--- config.mk ---
export PLATFORM = sky130hd
export DESIGN_NAME = vga_sync_gen
export DESIGN_NICKNAME = d
export VERILOG_FILES = /design/src/rtl/vga_timing_pkg.sv /design/src/rtl/sync_axis_counter.sv /design/src/rtl/vga_sync_gen.sv
export SDC_FILE = /design/constraint.sdc
export NUM_CORES = 1
export LEC_CHECK = 0
export ABC_AREA = 0
export CORE_MARGIN = 2
export CORE_UTILIZATION = 47
export DETAILED_ROUTE_END_ITERATION = 16
export MAX_ROUTING_LAYER = met4
export PLACE_DENSITY = 0.75
export SYNTH_ARGS = -nofsm -noshare
export SYNTH_HDL_FRONTEND = slang
export SYNTH_HIERARCHICAL = 1
export SYNTH_SLANG_ARGS = --single-unit
--- constraint.sdc ---
create_clock -name i_Clk -period 2.2 [get_ports i_Clk]
set_input_delay 0.44 -clock i_Clk [delete_from_list [all_inputs] [get_ports i_Clk]]
set_output_delay 0.44 -clock i_Clk [all_outputs]
set_load 0.01 [all_outputs]
--- src/rtl/vga_timing_pkg.sv ---
// Shared 640x480@60 timing defaults and the types used by the VGA sync generator.
package vga_timing_pkg;

  localparam int unsigned COUNT_W = 10;

  localparam int unsigned DEF_TOTAL_COLS    = 800;
  localparam int unsigned DEF_TOTAL_ROWS    = 525;
  localparam int unsigned DEF_ACTIVE_COLS   = 640;
  localparam int unsigned DEF_ACTIVE_ROWS   = 480;
  localparam int unsigned DEF_H_FRONT_PORCH = 16;
  localparam int unsigned DEF_H_SYNC_WIDTH  = 96;
  localparam int unsigned DEF_V_FRONT_PORCH = 10;
  localparam int unsigned DEF_V_SYNC_WIDTH  = 2;

  typedef enum logic {
    GEN_PRIME,
    GEN_RUN
  } gen_state_t;

  // Sync flags are carried active-high internally; polarity is applied at the pins.
  typedef struct packed {
    logic hsync;
    logic vsync;
    logic active;
  } vid_flags_t;

endpackage

--- src/rtl/sync_axis_counter.sv ---
// One timing axis: modulo counter with terminal count, plus active and sync window
// decodes evaluated on the value the counter takes at the next clock.
module sync_axis_counter
  import vga_timing_pkg::*;
#(
  parameter int unsigned TOTAL      = DEF_TOTAL_COLS,
  parameter int unsigned ACTIVE     = DEF_ACTIVE_COLS,
  parameter int unsigned SYNC_START = DEF_ACTIVE_COLS + DEF_H_FRONT_PORCH,
  parameter int unsigned SYNC_WIDTH = DEF_H_SYNC_WIDTH
) (
  input  logic               i_Clk,
  input  logic               i_Rst,
  input  logic               i_Advance,
  output logic [COUNT_W-1:0] o_Count,
  output logic               o_Terminal,
  output logic               o_Next_Active,
  output logic               o_Next_Sync
);

  localparam logic [COUNT_W-1:0] LAST    = COUNT_W'(TOTAL - 1);
  localparam logic [COUNT_W-1:0] ACT_END = COUNT_W'(ACTIVE);
  localparam logic [COUNT_W-1:0] SYNC_LO = COUNT_W'(SYNC_START);
  localparam logic [COUNT_W-1:0] SYNC_HI = COUNT_W'(SYNC_START + SYNC_WIDTH);

  logic [COUNT_W-1:0] next_count;

  always_comb begin
    o_Terminal = (o_Count == LAST);
    next_count = o_Count;
    if (i_Advance) begin
      next_count = o_Terminal ? '0 : o_Count + 1'b1;
    end
    o_Next_Active = (next_count < ACT_END);
    o_Next_Sync   = (next_count >= SYNC_LO) && (next_count < SYNC_HI);
  end

  always_ff @(posedge i_Clk) begin
    if (i_Rst) begin
      o_Count <= '0;
    end else begin
      o_Count <= next_count;
    end
  end

endmodule

--- src/rtl/vga_sync_gen.sv ---
// Free-running VGA timing generator: counters, registered syncs/active/strobes,
// and an optional enable-gated delay line on the sync and active outputs.
module vga_sync_gen
  import vga_timing_pkg::*;
#(
  parameter int unsigned TOTAL_COLS      = DEF_TOTAL_COLS,
  parameter int unsigned TOTAL_ROWS      = DEF_TOTAL_ROWS,
  parameter int unsigned ACTIVE_COLS     = DEF_ACTIVE_COLS,
  parameter int unsigned ACTIVE_ROWS     = DEF_ACTIVE_ROWS,
  parameter int unsigned H_FRONT_PORCH   = DEF_H_FRONT_PORCH,
  parameter int unsigned H_SYNC_WIDTH    = DEF_H_SYNC_WIDTH,
  parameter int unsigned V_FRONT_PORCH   = DEF_V_FRONT_PORCH,
  parameter int unsigned V_SYNC_WIDTH    = DEF_V_SYNC_WIDTH,
  parameter bit          SYNC_ACTIVE_LOW = 1'b1,
  parameter int unsigned SYNC_DELAY      = 0
) (
  input  logic               i_Clk,
  input  logic               i_Rst,
  input  logic               i_Enable,
  output logic               o_HSync,
  output logic               o_VSync,
  output logic [COUNT_W-1:0] o_Col_Count,
  output logic [COUNT_W-1:0] o_Row_Count,
  output logic               o_Active,
  output logic               o_Line_Start,
  output logic               o_Frame_Start
);

  gen_state_t state;
  logic       col_adv, row_adv;
  logic       col_term, row_term;
  logic       col_next_act, row_next_act;
  logic       col_next_sync, row_next_sync;
  logic       enter_line, enter_frame;
  vid_flags_t pipe [SYNC_DELAY+1];

  // After reset the first enable only enters (0,0) so that position gets its strobes.
  assign col_adv = i_Enable && (state == GEN_RUN);
  assign row_adv = col_adv && col_term;

  assign enter_line  = i_Enable && ((state == GEN_PRIME) || col_term);
  assign enter_frame = enter_line && ((state == GEN_PRIME) || row_term);

  sync_axis_counter #(
    .TOTAL      (TOTAL_COLS),
    .ACTIVE     (ACTIVE_COLS),
    .SYNC_START (ACTIVE_COLS + H_FRONT_PORCH),
    .SYNC_WIDTH (H_SYNC_WIDTH)
  ) u_col (
    .i_Clk         (i_Clk),
    .i_Rst         (i_Rst),
    .i_Advance     (col_adv),
    .o_Count       (o_Col_Count),
    .o_Terminal    (col_term),
    .o_Next_Active (col_next_act),
    .o_Next_Sync   (col_next_sync)
  );

  sync_axis_counter #(
    .TOTAL      (TOTAL_ROWS),
    .ACTIVE     (ACTIVE_ROWS),
    .SYNC_START (ACTIVE_ROWS + V_FRONT_PORCH),
    .SYNC_WIDTH (V_SYNC_WIDTH)
  ) u_row (
    .i_Clk         (i_Clk),
    .i_Rst         (i_Rst),
    .i_Advance     (row_adv),
    .o_Count       (o_Row_Count),
    .o_Terminal    (row_term),
    .o_Next_Active (row_next_act),
    .o_Next_Sync   (row_next_sync)
  );

  always_ff @(posedge i_Clk) begin
    if (i_Rst) begin
      state         <= GEN_PRIME;
      o_Line_Start  <= 1'b0;
      o_Frame_Start <= 1'b0;
      for (int unsigned i = 0; i <= SYNC_DELAY; i++) begin
        pipe[i] <= '0;
      end
    end else begin
      o_Line_Start  <= enter_line;
      o_Frame_Start <= enter_frame;
      if (i_Enable) begin
        state   <= GEN_RUN;
        pipe[0] <= '{hsync: col_next_sync, vsync: row_next_sync,
                     active: col_next_act && row_next_act};
        for (int unsigned i = 1; i <= SYNC_DELAY; i++) begin
          pipe[i] <= pipe[i-1];
        end
      end
    end
  end

  assign o_HSync  = pipe[SYNC_DELAY].hsync ^ SYNC_ACTIVE_LOW;
  assign o_VSync  = pipe[SYNC_DELAY].vsync ^ SYNC_ACTIVE_LOW;
  assign o_Active = pipe[SYNC_DELAY].active;

endmodule

# Yosys cells after proc, flatten, opt, wreduce, memory -nomap -nowiden

Memories as Yosys holds them, arrays and structs flattened.
Cells that the tools add are included.

Register bits: 23
Memory bits (writable): 3
Bits of input ports: 3
Logic and storage cells: 40
Memories kept: 1

Memories:

| memory | depth | bits a word | rd ports | clocked after memory_dff | write ports | RTL line           | RTL |
|---|---|---|---|---|---|---|---|
| pipe   | 1     | 3           | 1        | 0                        | 1           | vga_sync_gen.sv:35 | `vid_flags_t pipe [SYNC_DELAY+1];` |

Add/subtract/negate cells: 2
Magnitude comparators: 6
Equality and inequality tests: 2
Multiplexer cells: 11
Bitwise logic cells: 3
Reduce and logical (&&, ||, !) cells: 10

Operator list:

| kind                                                 | number |
|---|---|
| two-way mux 10 bit                                   | 4 |
| adder 10 x 1 -> 10 bit, second input constant        | 2 |
| equality test 10 bit, second input constant          | 2 |
| < comparator 10 bit, second input constant           | 2 |
| < comparator 10 x 9 -> 1 bit, second input constant  | 2 |
| >= comparator 10 bit, second input constant          | 1 |
| >= comparator 10 x 9 -> 1 bit, second input constant | 1 |
| logical AND 1 bit                                    | 7 |
| two-way mux 1 bit                                    | 6 |
| two-way mux 3 bit                                    | 1 |
| inverter 1 bit                                       | 3 |
| OR reduction 3 bit                                   | 1 |
| logical OR 1 bit                                     | 2 |

# Logic depth before layout (Yosys ltp)

Gate-level depths: netlist of the first run.

Word-level depth: 6
Gate-level depth with buffers: 11

# Cells and area by module

Netlist of the first run, hierarchy kept.

By module, submodules not included:

| module                     | times used | cells each | area an instance (µm²) |
|---|---|---|---|
| sync_axis_counter at u_col | 1          | 79         | 673.1 |
| sync_axis_counter at u_row | 1          | 77         | 641.9 |
| vga_sync_gen               | 1          | 22         | 242.7 |

# Worst setup path before layout of the first run

OpenSTA, ideal clock, no wires.

Kind: register -> register
Start point: register u_col.o_Count[4]
End point: memory pipe[0][0] (netlist name) (data pin)
Setup time: 0.255 ns
Data arrival time: 2.139 ns
Slack: -0.194 ns
Stages on the path, launching flop included: 12
Path buffers: 2
Clock period less this slack: 2.394 ns
Cells stage by stage: dfxtp_1 -> buf_6 -> and4b_1 -> nand2_1 -> nor2_1 -> and3_2 -> buf_4 -> nand4_4 -> nor4_2 -> xor2_1 -> a2bb2oi_1 -> and3_1

Longest elaborated chain between the ends: 6
Elaborated cells on any way between the ends: 10

Ends and longest elaborated chain:

| item                               | RTL line                | RTL |
|---|---|---|
| start: declaration                 | sync_axis_counter.sv:14 | `output logic [COUNT_W-1:0] o_Count,` |
| start signal: assignment           | sync_axis_counter.sv:41 | `o_Count <= next_count;` |
| equality test 10 bit               | sync_axis_counter.sv:28 | `o_Terminal = (o_Count == LAST);` |
| named net col_term                 | vga_sync_gen.sv:31      | `logic col_term, row_term;` |
| logical AND 1 bit                  | vga_sync_gen.sv:39      | `assign row_adv = col_adv && col_term;` |
| named net row_adv                  | vga_sync_gen.sv:30      | `logic col_adv, row_adv;` |
| two-way mux 10 bit                 | sync_axis_counter.sv:30 | `if (i_Advance) begin` |
| < comparator 10 x 9 -> 1 bit       | sync_axis_counter.sv:33 | `o_Next_Active = (next_count < ACT_END);` |
| named net row_next_act             | vga_sync_gen.sv:32      | `logic col_next_act, row_next_act;` |
| logical AND 1 bit                  | vga_sync_gen.sv:88      | `active: col_next_act && row_next_act};` |
| two-way mux 3 bit (no source line) | --                      |  |
| end: declaration                   | vga_sync_gen.sv:35      |  |

The timed path passes the listed nets, and every way through them passes these cells.

# Final worst setup path of the first run

Start point: register u_col.o_Count[7]
End point: memory pipe[0][1] (netlist name) (data pin)

Longest elaborated chain between the ends: 6
Elaborated cells on any way between the ends: 7

Ends and longest elaborated chain:

| item                                                                                 | RTL line                | RTL |
|---|---|---|
| equality test 10 bit (*)                                                             | sync_axis_counter.sv:28 |  |
| named net col_term                                                                   | vga_sync_gen.sv:31      |  |
| logical AND 1 bit (*)                                                                | vga_sync_gen.sv:39      |  |
| named net row_adv                                                                    | vga_sync_gen.sv:30      |  |
| two-way mux 10 bit (*)                                                               | sync_axis_counter.sv:30 |  |
| >= comparator 10 x 9 -> 1 bit / < comparator 10 x 9 -> 1 bit (equally long branches) | sync_axis_counter.sv:34 | `o_Next_Sync = (next_count >= SYNC_LO) && (next_count < SYNC_HI);` |
| logical AND 1 bit (*)                                                                | sync_axis_counter.sv:34 |  |
| named net row_next_sync                                                              | vga_sync_gen.sv:33      | `logic col_next_sync, row_next_sync;` |
| two-way mux 3 bit (no source line) (*)                                               | --                      |  |

Mark *: on every way through the listed nets, which the timed path passes. The rest lies on a longest branch.

==> impl_metrics.env, run 1 <==
export IMPL_wl_met2_um=1990
export IMPL_antenna_cells=0
export IMPL_ys_flop_type="dfxtp_1"
export IMPL_met3WireLength_um=198
export IMPL_cts_root_buf="clkbuf_4"
export IMPL_slowest_stage="or4_4"
export IMPL_maxSlewViolCount=0
export IMPL_grt_setup_unrepaired="yes"
export IMPL_setup_worst_path_end_class="register"
export IMPL_required_ns=2.41
export IMPL_num_rows=20
export IMPL_design_power_total_w=0.000764
export IMPL_cts_buffers=3
export IMPL_antenna_found_initial=0
export IMPL_htreeDepth=1
export IMPL_finalHoldViolCount=0
export IMPL_ff2ff_setup_slack_ns=-0.02
export IMPL_hold_path_cell_count=1
export IMPL_post_route_min_period_ns=2.22
export IMPL_grt_pass1_vias=1398
export IMPL_start_kind="register"
export IMPL_worst_path_max_fanout=4
export IMPL_hp_class="register to register"
export IMPL_num_io_pins=28
export IMPL_synth_avg_cell_area_um2=8.75
export IMPL_synth_seq_area_share=0.353
export IMPL_cts_tree="yes"
export IMPL_synthArstFlopShare=0
export IMPL_grt_usage=0.226
export IMPL_synthDistinctLibCells=53
export IMPL_final_area_um2=2170
export IMPL_dpl_instance_area_um2=2040
export IMPL_wl_met1_um=1760
export IMPL_drt_pass1_iter_count=4
export IMPL_finalCritPeriodShare=1.01
export IMPL_grt_overflow_total=0
export IMPL_place_congestion=0.854
export IMPL_dp_hpwl_um=2920
export IMPL_core_um2=3100
export IMPL_drt_vias_per_instance=5.45
export IMPL_clock_skew_ns=0.0142
export IMPL_max_cap_viol_count=0
export IMPL_powerDensity_nw_per_um2=352
export IMPL_synth_area_um2=1560
export IMPL_grt_max_degree=15
export IMPL_syn_instance_count=178
export IMPL_max_freq_mhz=450
export IMPL_hold_start="state"
export IMPL_die_h_um=61.6
export IMPL_postRouteAntennaNets=0
export IMPL_port_buffers=27
export IMPL_cts_hold_buf=0
export IMPL_synth_edf_count=3
export IMPL_final_net_count=244
export IMPL_cp_startpoint="u_col/o_Count[7]"
export IMPL_syn_nets=184
export IMPL_post_drt_wl_per_cell_um=14.5
export IMPL_vias=1532
export IMPL_drc_errors=0
export IMPL_status="finished with violations"
export IMPL_initial_core_util=0.502
export IMPL_critPathMaxStageDelay_ns=0.42
export IMPL_die_area_um2=3790
export IMPL_worst_pin_slew_ns=0.401
export IMPL_cts_clk_slew_worst_paths_ns=0.16
export IMPL_r2r_start="u_col/o_Count[7]"
export IMPL_ys_seq_elements=26
export IMPL_clock_latency_ns=0.33
export IMPL_p_leak_nw=0.804
export IMPL_holdPathEnd="o_Frame_Start"
export IMPL_slew_headroom=0.732
export IMPL_die_w_um=61.6
export IMPL_reg2reg_to="pipe[0][1]"
export IMPL_violations="setup timing"
export IMPL_worst_setup_path_type="register to register"
export IMPL_final_util=0.699
export IMPL_fillers=269
export IMPL_areaGrowthSynthToFinish_pct=39.2
export IMPL_drt_iter0_drc=76
export IMPL_clockBufferDepth=2
export IMPL_worst_ep_arrival_time_ns=2.43
export IMPL_path_buf_inv=0
export IMPL_critical_path_top_delay_family="simple AND/OR/NAND/NOR gates"
export IMPL_fin_cells=281
export IMPL_worstPathCellList="and4b_1 -> nand2_1 -> nor2_2 -> and3_4 -> nand2_4 -> or4_4 -> a32o_2 -> nor4_2 -> and2_1"
export IMPL_drt_wl_total_um=4060
export IMPL_finalSetupViolCount=1
export IMPL_detailedPlace_worstSlack_ns=-0.208
export IMPL_top_layer="met4"
export IMPL_setup_ws_ns=-0.0217
export IMPL_yosys_warnings=6
export IMPL_ir_drop_v=0.000220
export IMPL_clock_sinks=26
export IMPL_dpl_cell_count=268
export IMPL_drive_gt1_frac=0.270
export IMPL_worst_r2r_path_depth=9
export IMPL_grt_pass1_wl_um=6230
metal layers:
metal / vias up / GRT usage
li1: 738 / -
met1: 727 / 0.288
met2: 57 / 0.362
met3: 10 / 0.0378
met4: 0 / 0.0760
met5: - / -
synth_stat cells (2+ instances only):
library cell,count,area [um^2]
nand2b_1,5,31.3
nand3_1,8,40.0
nand4_1,4,25.0
and2_2,2,15.0
o31a_1,2,17.5
nand3_2,2,20.0
ha_1,3,37.5
buf_6,3,33.8
nor2_1,27,101
xnor2_1,11,96.3
inv_1,8,30.0
nand2_1,14,52.6
or3_1,3,18.8
buf_2,3,15.0
buf_4,2,15.0
xor2_1,6,52.6
and2_1,3,18.8
o21ai_1,2,10.0
nor4_2,3,37.5
a21oi_1,6,30.0
dfxtp_1,23,460
nor2b_1,2,12.5
edfxtp_1,3,90.1
nor3_1,4,20.0
cell families (layout without fill, tap and decap cells):
logic type,count (synthesis),in the layout,share of synthesized area
fa+ha+maj,3,3,0.0241
mux,1,1,0.00643
buf+inv,16,75,0.0602
simple gates,93,93,0.357
xor+xnor,17,17,0.0956
flops,26,26,0.353
compound gates,22,22,0.103
flip-flops by register name, summed over array words and instances (netlist names):
signal / count
u_col/o_Count: 10
u_row/o_Count: 10
pipe: 3
o_Frame_Start: 1
o_Line_Start: 1
state: 1
worst reg2reg max path, delay by kind of cell, from the launching register on:
family / cells / cell delay [ns]
and+or+nand+nor: 8 / 1.50
AOI/OAI and AO/OA: 1 / 0.27
DFF: 1 / 0.36
area by class of cell:
class	count	area, um^2	area share
clock buffers	3	22.5	0.0104
clock inverters	1	3.75	0.00173
inverters	8	30.0	0.0138
multi-input cells	136	957	0.441
flip-flops and latches	26	556	0.256
well taps	44	55.1	0.0254
repair buffers	63	544	0.251
per-stage QoR:
step                      setup TNS [ns]  hold slack, ns
final                            -0.0217           0.534
after global routing              -0.191           0.558
after CTS                        -0.0349           0.537
after detailed placement          -0.503           0.499
after global placement            -0.361           0.479
after floorplan                   -0.141           0.455
repair_timing:
action                                 4_1_cts  5_1_grt
setup endpoints to repair                    1        2
buffers inserted                             7        2
pin swaps                                    4        4
resized for setup                            1        7
endpoints found under the hold margin        0        0
worst max-delay path by stage:
stage / depth (start not counted) / to
2_1_floorplan: 11 / pipe[0][1]
3_3_place_gp: 8 / pipe[0][2]
3_5_place_dp: 8 / pipe[0][2]
4_1_cts: 9 / pipe[0][1]
5_1_grt: 9 / pipe[0][1]
6_report: 9 / pipe[0][1]
power by group:
group          switching, W  internal [W]
logic             0.0000276     0.0000295
registers        0.00000402      0.000488
clock network      0.000148     0.0000664
total              0.000179      0.000584
cell usage in the layout (no fill, tap or decap), types with 4 or more instances in the layout:
master	n
nand2_1	13
nand2b_1	5
dfxtp_1	19
dfxtp_2	4
inv_1	8
xnor2_1	11
nand4_1	4
a21oi_1	6
nor2_1	25
xor2_1	5
buf_4	35
nor3_1	4
nand3_1	8
clkdlybuf4s50_1	27
Note: power is estimated with default switching activity, not from simulation.
==> run 2, diff against run 1 <==
--- a/config.mk
+++ b/config.mk
@@ -11,7 +11,9 @@
 export DETAILED_ROUTE_END_ITERATION = 16
 export MAX_ROUTING_LAYER = met4
 export PLACE_DENSITY = 0.75
+export SKIP_CTS_REPAIR_TIMING = 1
 export SYNTH_ARGS = -nofsm -noshare
 export SYNTH_HDL_FRONTEND = slang
 export SYNTH_HIERARCHICAL = 1
 export SYNTH_SLANG_ARGS = --single-unit
+export TNS_END_PERCENT = 50
==> impl_metrics.env, run 2 (synthesis gave the netlist of run 1 again) <==
export IMPL_top_regs="u_col/o_Count x10, u_row/o_Count x10, pipe x3"
export IMPL_die_area_um2=3790
export IMPL_met2_usage=0.355
export IMPL_port_buffers=27
export IMPL_status="finished with violations"
export IMPL_worst_pin_slew_ns=0.401
export IMPL_grt_setup_unrepaired="yes"
export IMPL_setup_tns_final_ns=-0.0411
export IMPL_max_freq_mhz=446
export IMPL_busiest_layer="met2"
export IMPL_cts_buffers=3
export IMPL_finalHoldViolCount=0
export IMPL_vias=1468
export IMPL_p_leak_nw=0.736
export IMPL_setup_ws_ns=-0.0411
export IMPL_start_kind="register"
export IMPL_max_cap_viol_count=0
export IMPL_ir_drop_v=0.000221
export IMPL_powerDensity_nw_per_um2=368
export IMPL_worst_setup_path_type="register to register"
export IMPL_grt_overflow_total=0
export IMPL_finalSetupViolCount=1
export IMPL_grt_max_degree=15
export IMPL_finalCritPeriodShare=1.02
export IMPL_initial_core_util=0.502
export IMPL_drive_gt1_frac=0.219
export IMPL_final_cell_mix="clkdlybuf4s50_1, buf_4, nor2_1"
export IMPL_areaGrowthSynthToFinish_pct=32.7
export IMPL_dp_hpwl_um=2920
export IMPL_grt_usage=0.219
export IMPL_cts_clk_slew_worst_paths_ns=0.15
export IMPL_violations="setup timing"
export IMPL_detailedPlace_worstSlack_ns=-0.208
export IMPL_place_congestion=0.854
export IMPL_core_um2=3100
export IMPL_antenna_cells=0
export IMPL_num_io_pins=28
export IMPL_die_w_um=61.6
export IMPL_drt_iter0_drc=71
export IMPL_fin_cells=272
export IMPL_grt_use_met1=0.283
export IMPL_dpl_cell_count=268
export IMPL_clock_sinks=26
export IMPL_htreeDepth=1
export IMPL_num_rows=20
export IMPL_setup_worst_path_end_class="register"
export IMPL_grt_pass1_vias=1353
export IMPL_drt_vias_per_instance=5.40
export IMPL_drt_pass1_iter_count=4
export IMPL_post_drt_wl_per_cell_um=14.2
export IMPL_cts_root_buf="clkbuf_4"
export IMPL_antenna_found_initial=0
export IMPL_drt_wl_total_um=3850
export IMPL_die_h_um=61.6
export IMPL_slew_headroom=0.732
export IMPL_hold_ws_ns=0.532
export IMPL_clockBufferDepth=2
export IMPL_grt_use_met3=0.0336
export IMPL_drc_errors=0
export IMPL_post_route_min_period_ns=2.24
export IMPL_final_net_count=235
export IMPL_grt_pass1_wl_um=6020
export IMPL_maxSlewViolCount=0
export IMPL_clock_skew_ns=0.00993
export IMPL_hp_class="register to register"
export IMPL_worst_ep_arrival_time_ns=2.45
export IMPL_worst_path_max_fanout=4
export IMPL_clock_latency_ns=0.32
export IMPL_postRouteAntennaNets=0
export IMPL_cts_tree="yes"
export IMPL_required_ns=2.41
==> run 2: cell types whose count changed in the layout (fill, tap and decap cells not counted), sizes merged <==
cell  change
buf       -9
==> run 2: power by group <==
| part | switching (W) | internal, W |
|---|---|---|
| Combinational | 0.0000275 | 0.0000295 |
| Sequential | 0.00000403 | 0.000488 |
| Clock | 0.000145 | 0.0000664 |
| Total | 0.000177 | 0.000584 |
==> run 2: worst paths after layout <==
check | start | endpoint | slack (ns) | depth (start not counted)
hold / removal | state | o_Frame_Start | 0.53 | 1
setup / recovery | u_col/o_Count[7] | pipe[0][1] | -0.04 | 9
hold reg to reg | state | o_Frame_Start | 0.53 | 1
setup reg to reg | u_col/o_Count[7] | pipe[0][1] | -0.04 | 9
==> run 2: final cells by class <==
| class | count | area [um^2] |
|---|---|---|
| clock buffers | 3 | 22.5 |
| clock inverters | 1 | 3.75 |
| fillers | 288 | 1040 |
| inverters | 8 | 30.0 |
| multi-input cells | 136 | 927 |
| flip-flops and latches | 26 | 556 |
| well taps | 44 | 55.1 |
| repair buffers | 54 | 473 |
==> run 2: per-stage QoR <==
step | total power, W | util | area (um^2)
finish | 0.000761 | 0.666 | 2070
global route | 0.000792 | 0.666 | 2070
CTS | 0.000769 | 0.666 | 2070
detailed placement | 0.000560 | 0.657 | 2040
global placement | 0.000558 | 0.657 | 2040
floorplan | 0.000525 | - | 1580
==> run 2: worst max-delay path, stage by stage, from the launching register on <==
cell	delay, ns
dfxtp_2	0.36
and4b_1	0.28
nand2_1	0.08
nor2_2	0.13
and3_4	0.25
nand2_4	0.06
or4_1	0.42
a32o_1	0.28
nor4_2	0.12
and2_1	0.15
==> run 2: per-layer routing <==
metal  vias to the layer above  share of wire  routed length (um)
li1                        720              -                   -
met1                       684           0.46                1770
met2                        58           0.48                1860
met3                         6          0.046                 179
met4                         0          0.011                  42
met5                         -              0                   0
